**config.mk**
```make
export PLATFORM = sky130hd
export DESIGN_NAME = adder_rr_scheduler
export DESIGN_NICKNAME = d
export VERILOG_FILES = /design/src/rtl/adder_rr_scheduler.sv
export SDC_FILE = /design/constraint.sdc
export NUM_CORES = 1
export LEC_CHECK = 0
export ABC_AREA = 0
export CORE_AREA = 2 2 156 158
export DETAILED_ROUTE_END_ITERATION = 7
export DIE_AREA = 0 0 158 160
export GPL_TIMING_DRIVEN = 0
export HOLD_SLACK_MARGIN = 0.02
export PLACE_DENSITY = 0.75
export SYNTH_ARGS = -nofsm -noshare
export SYNTH_HDL_FRONTEND = slang
export SYNTH_SLANG_ARGS = --single-unit
```
**constraint.sdc**
```tcl
create_clock -name clock -period 3.2 [get_ports clock]
set_clock_uncertainty 0.2 [all_clocks]
set_input_delay 0.96 -clock clock [delete_from_list [all_inputs] [get_ports clock]]
set_output_delay 0.96 -clock clock [all_outputs]
set_load 0.005 [all_outputs]
```
**src/rtl/adder_rr_scheduler.sv**
```systemverilog
// Round-robin scheduler sharing one 32-bit add/sub unit among NREQ requesters.
// One op in flight; the result is held with valid/ready until the consumer takes it.
module adder_rr_scheduler #(
    parameter int unsigned NREQ = 4,
    localparam int unsigned IDW = (NREQ > 2) ? $clog2(NREQ) : 1
) (
    input  logic                 clock,
    input  logic                 reset_n,
    input  logic [NREQ-1:0]      req,
    input  logic [NREQ-1:0]      req_op,
    input  logic [32*NREQ-1:0]   req_a,
    input  logic [32*NREQ-1:0]   req_b,
    output logic [NREQ-1:0]      gnt,
    output logic [31:0]          add_in0,
    output logic [31:0]          add_in1,
    output logic                 add_op,
    input  logic [31:0]          add_sum,
    input  logic                 add_ovf,
    output logic                 res_valid,
    input  logic                 res_ready,
    output logic [IDW-1:0]       res_id,
    output logic [31:0]          res_sum,
    output logic                 res_ovf
);

    typedef enum logic [1:0] {
        IDLE = 2'd0,
        EXEC = 2'd1,
        HOLD = 2'd2
    } state_t;

    state_t         state;
    state_t         state_nx;
    logic [IDW-1:0] ptr;
    logic [IDW-1:0] id;
    logic [IDW-1:0] win;
    logic           found;
    logic           can_grant;
    logic           do_grant;

    // Round-robin search starting just after the last winner.
    always_comb begin
        found = 1'b0;
        win   = '0;
        for (int k = 1; k <= int'(NREQ); k++) begin
            if (!found && req[(int'(ptr) + k) % int'(NREQ)]) begin
                found = 1'b1;
                win   = IDW'((int'(ptr) + k) % int'(NREQ));
            end
        end
    end

    // Grant is combinational so a waiting requester is served in the accept cycle.
    always_comb begin
        can_grant = reset_n && ((state == IDLE) || ((state == HOLD) && res_ready));
        do_grant  = can_grant && found;
        gnt       = do_grant ? (NREQ'(1) << win) : '0;
    end

    always_comb begin
        state_nx = state;
        case (state)
            IDLE:    if (do_grant) state_nx = EXEC;
            EXEC:    state_nx = HOLD;
            HOLD:    if (res_ready) state_nx = do_grant ? EXEC : IDLE;
            default: state_nx = IDLE;
        endcase
    end

    always_ff @(posedge clock or negedge reset_n) begin
        if (!reset_n) begin
            state     <= IDLE;
            ptr       <= IDW'(NREQ - 1);
            id        <= '0;
            add_in0   <= '0;
            add_in1   <= '0;
            add_op    <= 1'b0;
            res_valid <= 1'b0;
            res_id    <= '0;
            res_sum   <= '0;
            res_ovf   <= 1'b0;
        end else begin
            state <= state_nx;
            if (do_grant) begin
                add_in0 <= req_a[32*int'(win) +: 32];
                add_in1 <= req_b[32*int'(win) +: 32];
                add_op  <= req_op[win];
                id      <= win;
                ptr     <= win;
            end
            // Adder output has settled on the operands registered last cycle.
            if (state == EXEC) begin
                res_sum   <= add_sum;
                res_ovf   <= add_ovf;
                res_id    <= id;
                res_valid <= 1'b1;
            end else if ((state == HOLD) && res_ready) begin
                res_valid <= 1'b0;
            end
        end
    end

endmodule

```
==> results by stage, run 1 <==
Worst setup path:
- The longest individual stage delay on the worst path is 0.55 ns.
- The peak fanout along the critical path is 5.
- STA classifies the critical path endpoint as a primary output.
- The worst setup path is launched from an input port.
- The data arrival at the endpoint of the critical path is 2.25 ns.
- The kind of cell with the highest combined delay along the critical path is simple AND/OR/NAND/NOR gates.
- The required time of the worst setup path is 2.04 ns.
- Traced cell by cell, the critical path runs through buf_8 > or4_4 > nand4b_4 > buf_6 > inv_4 > nand3_4 > buf_12 > nor2_4 > buf_6.
- The critical path runs through a total of 9 cells.
- By instance count, the cell type seen most on the critical path is buf_6.
- For the worst flop-to-flop path, the logic depth is 9.
- Together, buffers and inverters on the worst path number 5.
- The slowest stage of the critical path is the or4_4 cell.
- Tracing the worst setup path back leads to its startpoint at req[3].
- The worst register-to-register path begins at ptr[0].
- The setup path with the least slack is of type input port to primary output.

Routing:
- The residual DRC count is 0.
- The total number of vias is 7364.
- The number of vias per cell is 4.98.
- The first-pass iteration count of the detailed router is 5.
- The routed design has 27800 um of wire.
- In the final routed layout, each cell accounts on average for 18.8 um.
- The count of nets left with antenna violations once routing finished came out at 0.
- The number of DRC violations after detailed-routing iteration 0 is 409.

Placed design:
- During placement, the flow inserted port buffers numbering 404.
- The post-placement worst setup slack is -1.39 ns.
- The total half-perimeter wirelength after legalization and detailed placement is 21200 um.
- The congestion estimate from routability-driven global placement came to 0.904.

Floorplanning:
- The vertical die dimension is 160 um.
- The I/O pin count is 405.
- In this run the standard cell core region covers 0.0238 mm2.
- The initial utilization of the core area, before any placement, comes to 27.7%.
- The floorplan step set the die width to 158 um.
- The number of cell rows is 57.
- The die outline area is 0.0253 mm2.

STA:
- The tightest hold path in the finished design has a slack of 0.245 ns.
- For the finished layout, the period the worst path requires is 3.41 ns.
- The number of pins with negative max-slew slack in the final report was 0.
- The final critical-path share of the clock period is 107%.
- Setup violations remaining at the end of the flow were counted as 4.
- The number of endpoints with negative hold slack in the final report is 0.
- Setup repair after global routing could not meet its margin everywhere.
- The post-layout worst setup margin is -0.213 ns.
- The worst pin sits at a relative slew slack of 58.2%.
- Derived from the worst setup path, the maximum achievable clock frequency is 0.293 GHz.
- At the pin with the least slew margin, the transition time is 0.628 ns.

GRT:
- The via count of the first global-routing pass is 7538.
- The pin count of the biggest net entering global routing is 65.
- Summed over all layers, the global routing overflow is 0.
- Across every metal layer, demand over resource in global routing totals 21.4%.
- The first-pass GRT wire length is 41400 um.
- The number of antenna violations at the first check in global routing is 1.

Yosys:
- The number of cells produced by synthesis is 709.
- The count of state elements after synthesis is 107.
- Summing the sequential cell areas from Yosys gives 40.6% of the chip area.
- The most frequently used flop master after synthesis is dfrtp_1.
- Yosys mapped a number of flops with a built-in enable equal to 0.
- The count of different cell masters after synthesis is 31.
- The mean area per synthesized cell is 9.32 um2.
- After synthesis, the share of flip-flops with an asynchronous set or reset is 100%.
- The Yosys step of the flow raised 0 warnings.
- The number of nets handed over by synthesis was 1009.
- The mapped netlist covers 0.00661 mm2.

Finish:
- The most common cell after layout, fill and taps aside is clkdlybuf4s50_1.
- The area growth from synthesis to layout is 77.6%.
- Registers take 0.00268 mm2.
- The share of post-route cells with drive strength above 1 is 11.5%.
- The top cell types in the final layout, fill and taps aside, are clkdlybuf4s50_1, dfrtp_1, nand2_1, o211ai_1, inv_1.
- The fill cell instance count of the final layout is 2280.
- The final antenna diode count is 0.
- Summing all multi-input logic gate instances after layout gives 0.00340 mm2.
- After the last flow step, the layout net total stands at 1449.

CTS:
- The clock network latency to the later pin of the worst-skew pair is 0.36 ns.
- The number of buffers inserted for hold repair after clock tree synthesis is 0.
- Counting the buffers created by CTS gives 9.
- The number of levels in the clock H-tree is 3.
- The clock edge transition at the registers on the reported setup and hold paths is 0.08 ns.
- The clock passes through at most 2 buffers.
- TritonCTS built the clock tree.
- The number of sinks on the clock net is 107.
- CTS placed an instance of clkbuf_16 at the clock tree root.

Flow run:
- Across the run, the number of max-cap violations was 0.

Pwr:
- The leakage power of the design is 4.93 nW.
- In this run the power density over the cells is 661 mW/mm2.
- The worst-case IR drop observed on VDD is 0.000285 V.

Run status:
- The checks that failed: setup timing.
- The flow ran to the end, but the final reports show violations.

Min path:
- The path class of the tightest hold or removal check is input port to asynchronous set/reset pin.
==> worst register-to-register path, stage by stage, from the launching register on <==
cell      delay (ns)
dfstp_2         0.56
nand2b_1        0.16
a21bo_4         0.17
buf_4           0.12
buf_12          0.09
buf_4           0.22
clkbuf_1        0.39
a31oi_1         0.14
o21ai_0         0.28
o211ai_1        0.13
==> timing repair <==
action | in CTS | in global routing
buffers inserted | 18 | 10
pin swaps | 4 | 6
cloned | 0 | 0
endpoints found under the setup margin | 6 | 4
resized for setup | 60 | 17
==> final timing paths <==
path	endpoint	slack (ns)
setup reg to reg	add_in1[27]	0.60
hold / removal	add_in1[25]	0.25
min in group clock	id[1]	0.29
max in group asynchronous	res_sum[13]	1.90
hold reg to reg	id[1]	0.29
setup / recovery	gnt[2]	-0.21
==> cells by family after synthesis <==
kind of cell	after synthesis	share of synthesized area, %
AND/OR/NAND/NOR	153	14.5
buffers and inverters	142	9.32
AO/OA/AOI/OAI	206	19.6
flip-flops	107	40.6
multiplexers	101	16.0
==> report_power, final <==
group          total (W)  switching, W  internal, W
clock network    0.00120      0.000631     0.000569
registers        0.00232      0.000350      0.00197
logic            0.00424       0.00181      0.00243
==> state kept, by name, summed over array words and instances, names as in the netlist <==
name and count:
res_id 2, state 2, add_in0 32, res_ovf 1, ptr 2, id 2, add_in1 32, res_sum 32
add_op 1, res_valid 1
==> cell type report <==
type	instances	area share, %
inverters	67	2.17
plain buffers	71	3.18
well taps	324	3.46
clock buffers	9	1.92
clock inverters	7	0.779
repair buffers	433	36.6
multi-input cells	460	29.0
flip-flops and latches	107	22.9
==> metal layers <==
layer | vias up | global-route usage, % | part of all wire (%) | routed length, um
met3 | 41 | 4.97 | 7.3 | 2030
met5 | - | 0 | 0.047 | 13
met4 | 2 | 6.63 | 2.3 | 651
li1 | 3476 | - | - | -
met1 | 3493 | 25.9 | 41 | 11300
met2 | 352 | 37.5 | 50 | 13800
==> synth_stat cells (2+ instances only) <==
library cell | number | area (um2)
dfstp_2 | 2 | 52.6
mux2i_1 | 65 | 651
o21ai_1 | 36 | 180
nand2b_1 | 5 | 31.3
o211ai_1 | 66 | 495
o21ai_0 | 32 | 160
a31oi_1 | 65 | 407
a21oi_1 | 2 | 10.0
and4_1 | 65 | 569
buf_6 | 7 | 78.8
buf_4 | 2 | 15.0
nor2b_1 | 3 | 18.8
buf_1 | 6 | 22.5
mux2_2 | 36 | 405
dfrtp_1 | 105 | 2630
inv_1 | 66 | 248
nor2_1 | 3 | 11.3
buf_2 | 18 | 90.1
clkbuf_1 | 42 | 158
nand2_1 | 72 | 270
==> through the flow <==
stage	cells	power (W)	cell area, um2	utilization (%)	setup TNS [ns]
finish	1478	0.00775	11700	49.2	-0.740
global route	1478	0.00828	11700	49.2	-0.889
CTS	1470	0.00777	11600	48.7	-0.926
detailed placement	1438	0.00641	11100	46.6	-25.67
global placement	1437	0.00634	11100	46.5	-698.22
floorplan	709	0.00416	6630	-	-0.0734
Power figures use the tool's default switching activity.
==> run 2, diff against run 1 <==
- PLACE_DENSITY: 0.75 -> unset
- PLACE_DENSITY_LB_ADDON: unset -> 0.3
==> run 2 against run 1 <==
  * The run still ends with setup timing left
  * First-iteration DRC count is 15% lower
  * Non-clock buffer count is 7 lower
  * Register-to-register slack better by 0.25 ns
  * Critical endpoint is now gnt[3]
  * Highest routed layer is now met4
==> results by stage, run 2 (synthesis results as in run 1) <==
Run status:
- The flow ran to the end, but the final reports show violations.
- The checks that failed: setup timing.

Finish:
- The share of post-route cells with drive strength above 1 is 11.1% (-0.45 points).
- The most common cell after layout, fill and taps aside is clkdlybuf4s50_1.
- The final design area excluding fillers is 0.0117 mm2 (about the same).
- In the layout the commonest cells are clkdlybuf4s50_1, dfrtp_1, nand2_1, o211ai_1, inv_1.
- The area growth from synthesis to layout is 77.6% (about the same).
- The multi-input logic area was 0.00341 mm2 (+0.26%).
- The number of nets in the final layout was 1442 (-0.48%).
- The area occupied by registers was 0.00268 mm2 (unchanged).
- In the final layout, the registers with the most flip-flops are add_in0: 32 flops, add_in1: 32 flops, res_sum: 32 flops.
- The fill cell instance count of the final layout came to 2294 (+0.61%).

Worst setup path:
- The combined buffer and inverter count along the critical path is 3 (-2).
- The longest individual stage delay on the worst path is 0.55 ns (about the same).
- The setup slack of the worst register-to-register path is 0.85 ns (+0.25 ns).
- The critical path endpoint category is a primary output.
- In this design, the largest share of critical-path delay is due to simple AND/OR/NAND/NOR gates.
- The critical path goes through buf_8 > or4_4 > nand4b_4 > inv_4 > nand3_4 > nor2_4 > buf_6.
- The critical path is of the input port to primary output type.
- The largest individual stage delay along the critical path comes from the cell or4_4.
- The required time of the worst setup path is 2.04 ns (about the same).
- STA classifies the critical path startpoint as an input port.
- The peak fanout along the critical path is 5 (unchanged).
- The data arrival at the endpoint of the critical path came to 2.12 ns (-0.13 ns).

STA:
- The worst hold slack across all endpoints is 0.208 ns (-0.0379 ns).
- The final critical-path share of the clock period came to 102% (-4.2 points).
- The remaining max-slew budget at the tightest pin is 63.6% (+5.4 points).
- The post-layout worst setup margin was -0.0769 ns (+0.136 ns).
- The shortest clock period the worst path allows after layout is 3.28 ns (-0.136 ns).
- The total negative slack is -0.293 ns (+0.447 ns).
- Setup repair after global routing could not meet its margin everywhere.
- The number of pins with negative max-slew slack in the final report is 0 (unchanged).
- The highest attainable clock frequency was 0.305 GHz (+4.1%).
- The transition at the pin with the smallest max-transition slack was 0.547 ns (-0.0810 ns).
- The final setup violation count is 4 (unchanged).
- The number of endpoints with negative hold slack in the final report was 0 (unchanged).

Pwr:
- The peak supply drop was 0.000299 V (+4.9%).
- The design internal power is 0.00493 W (-0.62%).
- The switching power total came to 0.00277 W (-0.77%).
- The power density normalized to cell area is 656 mW/mm2 (-0.71%).
- The sequential share of power was 30.1% (+0.2 points).
- The combinational group share of total power came to 54.3% (-0.3 points).
- The switching share of total power came to 36.0% (about the same).
- The leakage power of the design came to 4.92 nW (about the same).
- The share of power burned in the clock network is 15.7% (+0.2 points).

Placed design:
- The total of buffers placed on input and output ports is 404 (unchanged).
- The post-place instance area is 0.0111 mm2 (unchanged).
- The total half-perimeter wirelength after legalization and detailed placement is 21300 um (+0.45%).
- The placer's final routability congestion estimate is 0.904 (about the same).

Routing:
- The average detailed-routed wire length per instance came to 19.0 um (+1.2%).
- The first-pass iteration count of the detailed router is 5 (unchanged).
- The total number of vias is 7222 (-1.9%).
- The residual DRC count is 0 (unchanged).
- The remaining antenna violation count came to 0 (unchanged).
- The number of vias per cell is 4.90 (-1.6%).
- The wire length after detailed routing is 28000 um (+0.83%).
- The number of DRC violations after detailed-routing iteration 0 is 346 (-15%).

Floorplanning:
- The overall die width was 158 um (unchanged).
- The initial core utilization is 27.7% (unchanged).
- The vertical die dimension is 160 um (unchanged).
- The die outline area is 0.0253 mm2 (unchanged).
- The number of cell rows is 57 (unchanged).
- The I/O pin count is 405 (unchanged).
- The area of the placeable core is 0.0238 mm2 (unchanged).

GRT:
- The via count of the first global-routing pass is 7280 (-3.4%).
- The pin count of the biggest net entering global routing was 39 (-40%).
- The total congestion overflow after global routing came to 0 (unchanged).
- The first-pass GRT wire length was 40800 um (-1.5%).
- The global-route total usage across every layer is 21.2% (-0.20 points).
- The number of antenna violations at the first check in global routing is 2 (+1).

Flow run:
- The number of violations of the max-capacitance limit was 0 (unchanged).

CTS:
- The clock edge transition at the registers on the reported setup and hold paths came to 0.10 ns (+0.02 ns).
- The clock root buffer master is clkbuf_16.
- TritonCTS built the clock tree.
- The total CTS buffers was 9 (unchanged).
- The number of levels in the clock H-tree is 3 (unchanged).
- The number of buffers on the longest clock path came to 2 (unchanged).
- The clock network latency to the later pin of the worst-skew pair is 0.36 ns (about the same).
- The number of sinks on the clock net was 107 (unchanged).

Min path:
- The type of the most critical hold path is input port to asynchronous set/reset pin.
==> run 2: changes by cell type in the layout (fill, tap and decap cells not counted), sizes merged <==
cell	delta
inv	+1
clkinv	-1
clkbuf	+1
bufbuf	+2
diode	+2
buf	-10
==> run 2: per-layer routing <==
| layer | global-route usage, % | part of all wire (%) | routed length [um] |
|---|---|---|---|
| met1 | 23.5 | 38 | 10600 |
| met2 | 38.1 | 49 | 13800 |
| met3 | 6.21 | 9.7 | 2720 |
| met4 | 7.78 | 3.2 | 891 |
| met5 | 0 | 0 | 0 |
==> run 2: worst paths after layout <==
| check | from | endpoint | depth (start not counted) |
|---|---|---|---|
| hold / removal | reset_n | add_in1[4] | 1 |
| setup / recovery | req[3] | gnt[3] | 7 |
| setup reg to reg | ptr[0] | add_in1[27] | 7 |
| hold reg to reg | id[1] | id[1] | 2 |
| max in group asynchronous | reset_n | add_in0[16] | 2 |
| min in group clock | id[1] | id[1] | 2 |
==> run 2: timing repair <==
item,in CTS,in global routing
hold buffers,0,0
resized for setup,61,17
setup buffers,14,7
cloned,2,1
endpoints found under the setup margin,4,4
pin swaps,4,6
==> run 2: power groups by stage <==
stage / clock, W / combinational (W) / sequential [W]
floorplan: 0 / 0.00182 / 0.00234
global placement: 0 / 0.00403 / 0.00232
detailed placement: 0 / 0.00408 / 0.00234
CTS: 0.00124 / 0.00420 / 0.00232
global route: 0.00128 / 0.00454 / 0.00239
finish: 0.00121 / 0.00418 / 0.00231
==> run 2: layout make-up <==
| cell class | instances | area share, % |
|---|---|---|
| plain buffers | 68 | 2.62 |
| well taps | 324 | 3.46 |
| multi-input cells | 460 | 29.1 |
| flip-flops and latches | 107 | 22.8 |
| clock inverters | 7 | 0.757 |
| clock buffers | 9 | 1.92 |
| diodes | 2 | 0.0427 |
| repair buffers | 429 | 37.1 |
| inverters | 67 | 2.17 |
==> run 2: stage by stage <==
step / setup slack [ns] / std cells / power, W / util (%)
floorplan: -0.0367 / 709 / 0.00416 / -
global placement: -5.45 / 1437 / 0.00635 / 46.5
detailed placement: -1.36 / 1438 / 0.00641 / 46.6
CTS: -0.202 / 1467 / 0.00776 / 48.8
global route: -0.103 / 1472 / 0.00821 / 49.2
finish: -0.0769 / 1473 / 0.00770 / 49.2
==> run 3, diff against run 2 <==
- CTS_CLUSTER_DIAMETER: unset -> 30
==> results of run 3 <==
No change in the layout: final DEF, timing and power equal those of run 2.
